[src/rtl/controle_busca.sv]
// Fetch sequencer and PC register: fetches over a req/ready handshake, presents each
// instruction for one execute cycle, and supports halt/resume plus a fetch-timeout trap.
module controle_busca #(
    parameter logic [31:0] PC_INICIAL = 32'h0000_0000,
    parameter int unsigned TIMEOUT    = 255
) (
    input  logic        clock,
    input  logic        reset,
    input  logic [31:0] novo_PC,
    input  logic        halt,
    input  logic        continuar,
    input  logic        mem_pronto,
    input  logic [31:0] mem_dado,
    output logic [31:0] PC,
    output logic [31:0] mem_endereco,
    output logic        mem_req,
    output logic [31:0] instrucao,
    output logic        executa,
    output logic        parado,
    output logic        erro,
    output logic [31:0] instr_contador
);

    localparam int unsigned W_DADO   = 32;
    localparam int unsigned W_ESPERA = 16;
    localparam logic [W_ESPERA-1:0] LIMITE = W_ESPERA'(TIMEOUT - 1);

    typedef enum logic [1:0] {
        BUSCA   = 2'd0,
        EXECUTA = 2'd1,
        PARADO  = 2'd2,
        ERRO    = 2'd3
    } estado_t;

    estado_t             r_estado;
    estado_t             w_prox_estado;
    logic [W_DADO-1:0]   r_pc;
    logic [W_DADO-1:0]   r_instrucao;
    logic [W_DADO-1:0]   r_contador;
    logic [W_ESPERA-1:0] r_espera;
    logic                r_mem_req;
    logic                r_executa;
    logic                r_parado;
    logic                r_erro;

    // Next-state decode
    always_comb begin
        w_prox_estado = r_estado;
        case (r_estado)
            BUSCA: begin
                if (mem_pronto)
                    w_prox_estado = EXECUTA;
                else if (r_espera == LIMITE)
                    w_prox_estado = ERRO;
            end
            EXECUTA: w_prox_estado = halt ? PARADO : BUSCA;
            PARADO: begin
                if (continuar)
                    w_prox_estado = BUSCA;
            end
            ERRO:    w_prox_estado = ERRO;
            default: w_prox_estado = BUSCA;
        endcase
    end

    // State, datapath and registered Moore flags (flags track the state being entered)
    always_ff @(posedge clock) begin
        if (!reset) begin
            r_estado    <= BUSCA;
            r_pc        <= PC_INICIAL;
            r_instrucao <= '0;
            r_contador  <= '0;
            r_espera    <= '0;
            r_mem_req   <= 1'b1;
            r_executa   <= 1'b0;
            r_parado    <= 1'b0;
            r_erro      <= 1'b0;
        end else begin
            r_estado  <= w_prox_estado;
            r_mem_req <= (w_prox_estado == BUSCA);
            r_executa <= (w_prox_estado == EXECUTA);
            r_parado  <= (w_prox_estado == PARADO);
            r_erro    <= (w_prox_estado == ERRO);
            case (r_estado)
                BUSCA: begin
                    if (mem_pronto) begin
                        r_instrucao <= mem_dado;
                        r_espera    <= '0;
                    end else if (r_espera != LIMITE) begin
                        r_espera <= r_espera + W_ESPERA'(1);
                    end
                end
                EXECUTA: begin
                    r_pc       <= novo_PC;
                    r_contador <= r_contador + W_DADO'(1);
                end
                PARADO: begin
                    if (continuar)
                        r_espera <= '0;
                end
                default: ;
            endcase
        end
    end

    assign PC             = r_pc;
    assign mem_endereco   = r_pc;
    assign instrucao      = r_instrucao;
    assign instr_contador = r_contador;
    assign mem_req        = r_mem_req;
    assign executa        = r_executa;
    assign parado         = r_parado;
    assign erro           = r_erro;

endmodule

[config.mk]
export PLATFORM = sky130hd
export DESIGN_NAME = controle_busca
export DESIGN_NICKNAME = d
export VERILOG_FILES = /design/src/rtl/controle_busca.sv
export SDC_FILE = /design/constraint.sdc
export NUM_CORES = 1
export LEC_CHECK = 0
export BUFFER_PORTS_ARGS = -buffer_cell sky130_fd_sc_hd__buf_2
export CAP_MARGIN = 20
export CORE_MARGIN = 2
export CORE_UTILIZATION = 40
export CTS_CLUSTER_SIZE = 28
export DETAILED_ROUTE_END_ITERATION = 8
export HOLD_SLACK_MARGIN = 0.05
export PLACE_DENSITY = 0.66
export SYNTH_ARGS = -nofsm -noshare
export SYNTH_HDL_FRONTEND = slang
export SYNTH_SLANG_ARGS = --single-unit
[constraint.sdc]
create_clock -name clock -period 3.5 [get_ports clock]
set_input_delay 0.7 -clock clock [delete_from_list [all_inputs] [get_ports clock]]
set_output_delay 0.7 -clock clock [all_outputs]
set_load 0.01 [all_outputs]
==> results of run 1 <==
metrics by stage:
step | hold slack (ps) | total power (W) | utilization | cell area (sq um)
floorplan | 439 | 0.00163 | - | 5130
global placement | 440 | 0.00174 | 0.475 | 5970
detailed placement | 444 | 0.00175 | 0.476 | 5980
CTS | 451 | 0.00358 | 0.526 | 6610
global route | 468 | 0.00370 | 0.526 | 6610
finish | 449 | 0.00355 | 0.526 | 6610
final cells by class:
type                            count  area share
Tap cell                          172      0.0326
Multi-Input combinational cell    428       0.347
Clock buffer                       23      0.0723
Clock inverter                      9      0.0223
Sequential cell                   118       0.358
Timing Repair Buffer              206       0.159
Inverter                           16     0.00909
state kept, by name (all words and copies together) (netlist names):
register and count:
parado 1, PC 32, instr_contador 32, r_estado 2
erro 1, executa 1, mem_req 1, r_espera 16
instrucao 32
cell usage after synthesis, types with 2 or more instances:
master / count
nand2_1: 152
dfxtp_1: 118
a21oi_1: 82
clkbuf_1: 38
buf_4: 32
nor2_1: 20
inv_1: 16
nand3_1: 15
nand4_1: 13
o21ai_0: 13
a31oi_1: 12
or4_1: 10
or3_1: 9
xnor2_1: 9
nand2b_1: 8
nor3_1: 8
and3_1: 6
o31ai_1: 6
and4_1: 5
nor4_1: 5
o311ai_1: 5
o41ai_1: 5
a41oi_1: 4
a311oi_1: 3
and2_1: 3
buf_2: 3
ha_1: 3
nand4b_1: 3
nor2b_1: 3
xor2_1: 3
a211oi_1: 2
buf_1: 2
mux2i_1: 2
nor4b_1: 2
o211ai_1: 2
o21ai_1: 2
worst max-delay path, stage by stage (launching register included):
cell and delay [ps]:
dfxtp_1 370, inv_1 80, ha_1 210, nor4b_1 160
nand4_1 440, a2bb2oi_1 820, o221ai_1 180
power by group through the flow:
stage | Combinational (W) | Sequential, W | Clock (W)
final | 0.000295 | 0.00143 | 0.00183
after global routing | 0.000331 | 0.00143 | 0.00194
after CTS | 0.000299 | 0.00143 | 0.00186
after detailed placement | 0.000297 | 0.00145 | 0
after global placement | 0.000291 | 0.00145 | 0
after floorplan | 0.000162 | 0.00147 | 0
layer usage:
| layer | routed length, um | global-route usage | vias up |
|---|---|---|---|
| met3 | 1010 | 0.0644 | 31 |
| li1 | - | - | 2483 |
| met2 | 6440 | 0.311 | 203 |
| met5 | 0 | 0 | - |
| met4 | 346 | 0.105 | 0 |
| met1 | 5800 | 0.229 | 2268 |
path summary, 6_finish.rpt:
path	slack, ps	cells past startpoint	start	to
worst max-delay path	1090	6	r_espera[0]$_SDFFE_PN0P_	r_espera[9]$_SDFFE_PN0P_
worst min-delay path	450	2	instrucao[13]$_SDFFE_PN0P_	instrucao[13]$_SDFFE_PN0P_
worst max register to register	1090	6	r_espera[0]$_SDFFE_PN0P_	r_espera[9]$_SDFFE_PN0P_
worst min register to register	450	2	instrucao[13]$_SDFFE_PN0P_	instrucao[13]$_SDFFE_PN0P_
cells by family (layout without fill, tap and decap cells):
kind of cell | count (synthesis) | after routing | share of synthesized area
compound gates | 142 | 142 | 0.163
flops | 118 | 118 | 0.461
simple gates | 269 | 269 | 0.251
xor+xnor | 12 | 12 | 0.0205
buf+inv | 92 | 254 | 0.0930
fa+ha+maj | 3 | 3 | 0.00732
mux | 2 | 2 | 0.00390
==> results.cfg, run 1 <==
[setup_path]
required_ps = 3760
endpoint_kind = register
criticalPathCategory = reg2reg
startpoint_type = register
crit_arrival_ps = 2670
path_max_fanout = 14

[final_layout]
final_cell_mix = buf_2 (200), nand2_1 (152), dfxtp_1 (118)
multi_input_area_sq_um = 2290
regArea_sq_um = 2360
layout.nets = 859
areaGrowthSynthToFinish_pct = 28.9
layout-drive-gt1-share = 0.303
diodes = 0
final_common_cell = buf_2
fillers = 1206
final_cells = 972

[detailed_routing]
drc_errors = 0
vias_per_cell = 5.13
drt_iter0_markers = 286
routed_wl_um = 13600
wire_per_inst_um = 14.0
vias = 4985
firstDrtPassIters = 4
ant_nets = 0

[power_and_ir_drop]
comb_power_share = 0.083
peakVddDrop_mv = 0.297
power_density_nw_per_um2 = 537
p_int_w = 0.00275
p_clk_frac = 0.515
p_seq_frac = 0.402
leakage_nw = 2.86
switching_share = 0.224
p_sw_w = 0.000794

[timing]
min_period_ps = 2410
hold_violations = 0
clock.fmax_ghz = 0.414
fin_crit_sh = 0.690
maxSlewViolCount = 0
slew_headroom = 0.385
rsz0062_at_grt = false
worst_pin_slew_ps = 919
finClkSkew_ps = 3.74
finalSetupTns_ps = 0
finalSetupViolations = 0
worst_slack_ps = 1090

[clocking]
htreeDepth = 4
cts.sinks = 118
ctsResizeCount = 0
clk_latency_ps = 410
cts_buffer_depth = 2
post_cts_buffers = 0
ctsRootBufferMaster = clkbuf_16
clk_pin_slew_worst_paths_ps = 50
numCtsBuffers = 17
cts_hold_buf = 0
cts_tree = done

[synth]
yosysWarningCount = 0
synth_cells = 638
synth-seq-cells = 118
synth_flop_cell = dfxtp_1
syn_area_sq_um = 5130
synth_top_area_share = 0.461
ys_async_sr_fraction = 0
synth_top_area_cell = dfxtp_1
syn-num-nets = 710
avgSynthCellArea_sq_um = 8.04
ys_seq_area_frac = 0.461
synth_cell_types = 50
synth-edff-count = 0
ys_top_cells_by_area = dfxtp_1 (46%), nand2_1 (11%), a21oi_1 (8.0%), buf_4 (4.7%), clkbuf_1 (2.8%)

[placed_design]
portBuffers = 200
gp_routability_congestion = 0.880
pre_cts_ws_ps = 1070
post-dp-hpwl_um = 9530
place_inst = 940

[run]
cap_violations = 0

[floorplanning]
design.die.area_sq_um = 13700
ios = 201
die_y_um = 117
start_util = 0.408
die_w_um = 117
core.rowCount = 41
core_area_sq_um = 12600

[grt]
grt_antenna_before_repair = 0
grt_pass1_vias = 4411
overflow = 0
grt_max_degree = 62
grt_use_total = 0.194
grt_pass1_wl_um = 20800

[run_status]
outcome = completed

[worst_hold_path]
hold_class = reg2reg
(Power assumes the default switching activity.)
==> inputs of run 2 (changes only) <==
--- a/config.mk
+++ b/config.mk
@@ -12,7 +12,7 @@
 export CTS_CLUSTER_SIZE = 28
 export DETAILED_ROUTE_END_ITERATION = 8
 export HOLD_SLACK_MARGIN = 0.05
-export PLACE_DENSITY = 0.66
+export PLACE_DENSITY = 0.68
 export SYNTH_ARGS = -nofsm -noshare
 export SYNTH_HDL_FRONTEND = slang
 export SYNTH_SLANG_ARGS = --single-unit
==> constraint.sdc (replaced) <==
create_clock -name clock -period 2.1 [get_ports clock]
set_input_delay 0.42 -clock clock [delete_from_list [all_inputs] [get_ports clock]]
set_output_delay 0.42 -clock clock [all_outputs]
set_load 0.01 [all_outputs]
==> results.cfg, run 2 (synthesis gave the netlist of run 1 again) <==
[clocking]
cts_tree = done
clk_pin_slew_worst_paths_ps = 50
cts.sinks = 118
numCtsBuffers = 17
cts_hold_buf = 0
cts_buffer_depth = 2
ctsRootBufferMaster = clkbuf_16
htreeDepth = 4
clk_latency_ps = 400

[final_layout]
diodes = 0
layout.nets = 882
final_common_cell = buf_2
layout-drive-gt1-share = 0.321
final_cell_mix = buf_2 (200), nand2_1 (152), dfxtp_1 (118)
areaGrowthSynthToFinish_pct = 30.6

[detailed_routing]
drc_errors = 0
firstDrtPassIters = 4
vias = 4984
drt_iter0_markers = 297
wire_per_inst_um = 13.7
vias_per_cell = 5.01
ant_nets = 0
routed_wl_um = 13600

[floorplanning]
ios = 201
die_y_um = 117
core.rowCount = 41
die_w_um = 117
start_util = 0.408
core_area_sq_um = 12600
design.die.area_sq_um = 13700

[setup_path]
worstSetupStartpoint = instr_contador[0]$_SDFFE_PN0N_
path_max_fanout = 18
r2r-end = instr_contador[26]$_SDFFE_PN0N_
r2r_cells = 6
startpoint_type = register
required_ps = 2430
r2r-start = instr_contador[0]$_SDFFE_PN0N_
critPathCapture = instr_contador[26]$_SDFFE_PN0N_
endpoint_kind = register
r2r_slack_ps = 100
crit_arrival_ps = 2330
criticalPathCategory = reg2reg

[grt]
grt_pass1_vias = 4226
grt_antenna_before_repair = 0
grt_pass1_wl_um = 20700
grt_use_total = 0.193
grt_max_degree = 61
overflow = 0

[run]
cap_violations = 0

[timing]
finalSetupViolations = 0
holdWs_ps = 250
rsz0062_at_grt = false
maxSlewViolCount = 0
finalSetupTns_ps = 0
clock.fmax_ghz = 0.499
fin_crit_sh = 0.954
slew_headroom = 0.564
worst_pin_slew_ps = 652
hold_violations = 0
finClkSkew_ps = 5.90
min_period_ps = 2000

[worst_hold_path]
hold_class = in2reg

[placed_design]
post-dp-hpwl_um = 9510
gp_routability_congestion = 0.844
portBuffers = 200

[power_and_ir_drop]
power_density_nw_per_um2 = 811
leakage_nw = 2.93
peakVddDrop_mv = 0.434

[run_status]
outcome = completed
## run 2: power by group
group | internal (W) | switching, W
registers | 0.00232 | 0.0000495
clock network | 0.00162 | 0.000929
logic | 0.000212 | 0.000303
total | 0.00415 | 0.00128
## run 2: what timing repair did
| item | CTS | global route |
|---|---|---|
| buffers inserted | 0 | 0 |
| resized for setup | 0 | 3 |
| setup endpoints to repair | 0 | 9 |
## run 2: stage by stage
step                      total power, W  setup WS [ps]  utilization  instances  area [sq um]
after floorplan                  0.00272           93.2            -        638          5130
after global placement           0.00293            133        0.490        963          6160
after detailed placement         0.00294           82.1        0.490        963          6160
after CTS                        0.00551           68.7        0.532        994          6680
after global routing             0.00569           10.5        0.533        994          6700
final                            0.00543           97.2        0.533        994          6700
## run 2: layout make-up
cell class                 instances  area (sq um)
inverter                          16          60.1
sequential                       118          2360
fill                            1223          5870
tap                              172           215
multi-input combinational        428          2300
clock buffer                      27           503
timing repair buffer             229          1230
clock inverter                     4          20.0
## run 2: per-layer routing
layer  part of all wire  GRT usage  up-vias
met5                  0          0        -
met4              0.013     0.0824        0
met3              0.070     0.0520       15
met2               0.47      0.299      181
met1               0.45      0.254     2252
li1                   -          -     2536
## run 2: worst max-delay path, stage by stage, from the launching register on
cell,delay [ps]
dfxtp_1,340
ha_1,190
nand4b_1,150
or4_1,490
buf_4,200
or4_1,400
a21oi_1,160
## run 2: worst min path at each step
| stage | from | end | cells past startpoint |
|---|---|---|---|
| 2_1_floorplan | r_espera[15]$_SDFFE_PN0P_ | r_espera[15]$_SDFFE_PN0P_ | 1 |
| 3_3_place_gp | instrucao[29]$_SDFFE_PN0P_ | instrucao[29]$_SDFFE_PN0P_ | 2 |
| 3_5_place_dp | instrucao[21]$_SDFFE_PN0P_ | instrucao[21]$_SDFFE_PN0P_ | 2 |
| 4_1_cts | novo_PC[21] | PC[21]$_SDFFE_PN0N_ | 3 |
| 5_1_grt | novo_PC[21] | PC[21]$_SDFFE_PN0N_ | 3 |
| 6_report | mem_dado[8] | instrucao[8]$_SDFFE_PN0P_ | 3 |
==> inputs of run 3 (changes only) <==
==> constraint.sdc (replaced) <==
create_clock -name clock -period 2.1 [get_ports clock]
set_input_delay 0.525 -clock clock [delete_from_list [all_inputs] [get_ports clock]]
set_output_delay 0.525 -clock clock [all_outputs]
set_load 0.01 [all_outputs]
==> results.cfg, run 3 (synthesis gave the netlist of run 1 again) <==
[placed_design]
place_area_sq_um = 6170
gp_routability_congestion = 0.832
place_inst = 964
post-dp-hpwl_um = 9530
portBuffers = 200

[clocking]
clk_latency_ps = 410
clk_pin_slew_worst_paths_ps = 50
htreeDepth = 4
cts_tree = done
cts_buffer_depth = 2
cts.sinks = 118
numCtsBuffers = 17
ctsRootBufferMaster = clkbuf_16

[detailed_routing]
vias = 5020
drc_errors = 0
ant_nets = 0
vias_per_cell = 5.04
routed_wl_um = 13700
wire_per_inst_um = 13.7
firstDrtPassIters = 4
drt_iter0_markers = 267

[grt]
grt_pass1_wl_um = 20500
grt_pass1_vias = 4263
grt_max_degree = 64
grt_antenna_before_repair = 0
overflow = 0
grt_use_total = 0.191

[setup_path]
startpoint_type = register
required_ps = 2440
crit_top_cell = or4_1
path_max_fanout = 18
endpoint_kind = register
crit_arrival_ps = 2310
crit_slowest_cell = or4_1
criticalPathCategory = reg2reg
r2r_cells = 6
crit_path_max_incr_delay_ps = 510
worstPathCellList = ha_2 > nand4b_1 > or4_1 > buf_6 > or4_1 > a21oi_1

[final_layout]
fillers = 1202
areaGrowthSynthToFinish_pct = 32.5
layout.nets = 883
diodes = 0
final_cell_mix = buf_2 (200), nand2_1 (152), dfxtp_1 (118)
layout-drive-gt1-share = 0.330
postLayoutCellArea_sq_um = 6800
final_common_cell = buf_2
final_cells = 996

[floorplanning]
core.rowCount = 41
core_area_sq_um = 12600
design.die.area_sq_um = 13700
die_w_um = 117
start_util = 0.408
ios = 201
die_y_um = 117

[timing]
maxSlewViolCount = 0
slew_headroom = 0.553
finClkSkew_ps = 6.27
fin_crit_sh = 0.939
worst_pin_slew_ps = 671
finalSetupTns_ps = 0
min_period_ps = 1970
holdWs_ps = 345
clock.fmax_ghz = 0.507
rsz0062_at_grt = false
hold_violations = 0
finalSetupViolations = 0

[power_and_ir_drop]
peakVddDrop_mv = 0.549
leakage_nw = 2.97
power_density_nw_per_um2 = 864

[run_status]
outcome = completed

[worst_hold_path]
hold_depth = 3
hold_class = in2reg

[run]
cap_violations = 0
## run 3: cell count changes in the layout (fill, tap and decap cells not counted), sizes merged
cell / previous run / this run
buf: 229 / 230
clkinv: 4 / 8
clkbuf: 27 / 17
bufinv: 0 / 4
clkinvlp: 0 / 3
## run 3: path summary, 6_finish.rpt
| check | slack [ps] | end | from |
|---|---|---|---|
| max | 130 | instr_contador[20]$_SDFFE_PN0N_ | instr_contador[0]$_SDFFE_PN0N_ |
| min | 340 | instrucao[3]$_SDFFE_PN0P_ | mem_dado[3] |
| max reg2reg | 130 | instr_contador[20]$_SDFFE_PN0N_ | instr_contador[0]$_SDFFE_PN0N_ |
| min reg2reg | 450 | instrucao[12]$_SDFFE_PN0P_ | instrucao[12]$_SDFFE_PN0P_ |
## run 3: where the power goes
group          switching (W)  internal [W]  leakage (nW)
Clock                0.00102       0.00197         0.298
Sequential         0.0000515       0.00232         0.960
Combinational       0.000300      0.000212          1.71
## run 3: worst max-delay path: cells and delay by family (launching register included)
family	cells	cell delay (ps)
AO/OA/AOI/OAI	1	150
AND/OR/NAND/NOR	3	1030
flip-flops	1	340
buffers and inverters	1	170
adder cells (fa/ha/maj)	1	200
## run 3: layer usage
metal,global-route usage,vias up,routed length [um]
met4,0.0604,0,102
met5,0,-,0
met3,0.0639,10,1030
met2,0.309,192,6420
li1,-,2535,-
met1,0.241,2283,6120
## run 3: final cells by class
| type | count | area, sq um | area share |
|---|---|---|---|
| well taps | 172 | 215 | 0.0317 |
| clock inverters | 15 | 186 | 0.0274 |
| repair buffers | 230 | 1240 | 0.183 |
| flip-flops and latches | 118 | 2360 | 0.348 |
| clock buffers | 17 | 425 | 0.0626 |
| multi-input cells | 428 | 2300 | 0.339 |
| inverters | 16 | 60.1 | 0.00884 |
## run 3: per-stage QoR
stage	power [W]	setup WS, ps	utilization
CTS	0.00594	58.8	0.539
detailed placement	0.00294	76.9	0.491
global placement	0.00293	131	0.491
floorplan	0.00272	93.2	-
finish	0.00587	129	0.541
global route	0.00610	7.26	0.541
## run 3: what timing repair did
action                                  CTS  global route
hold buffers                              0             0
gates resized for setup                   0             4
buffers inserted                          0             0
endpoints found under the setup margin    0            19
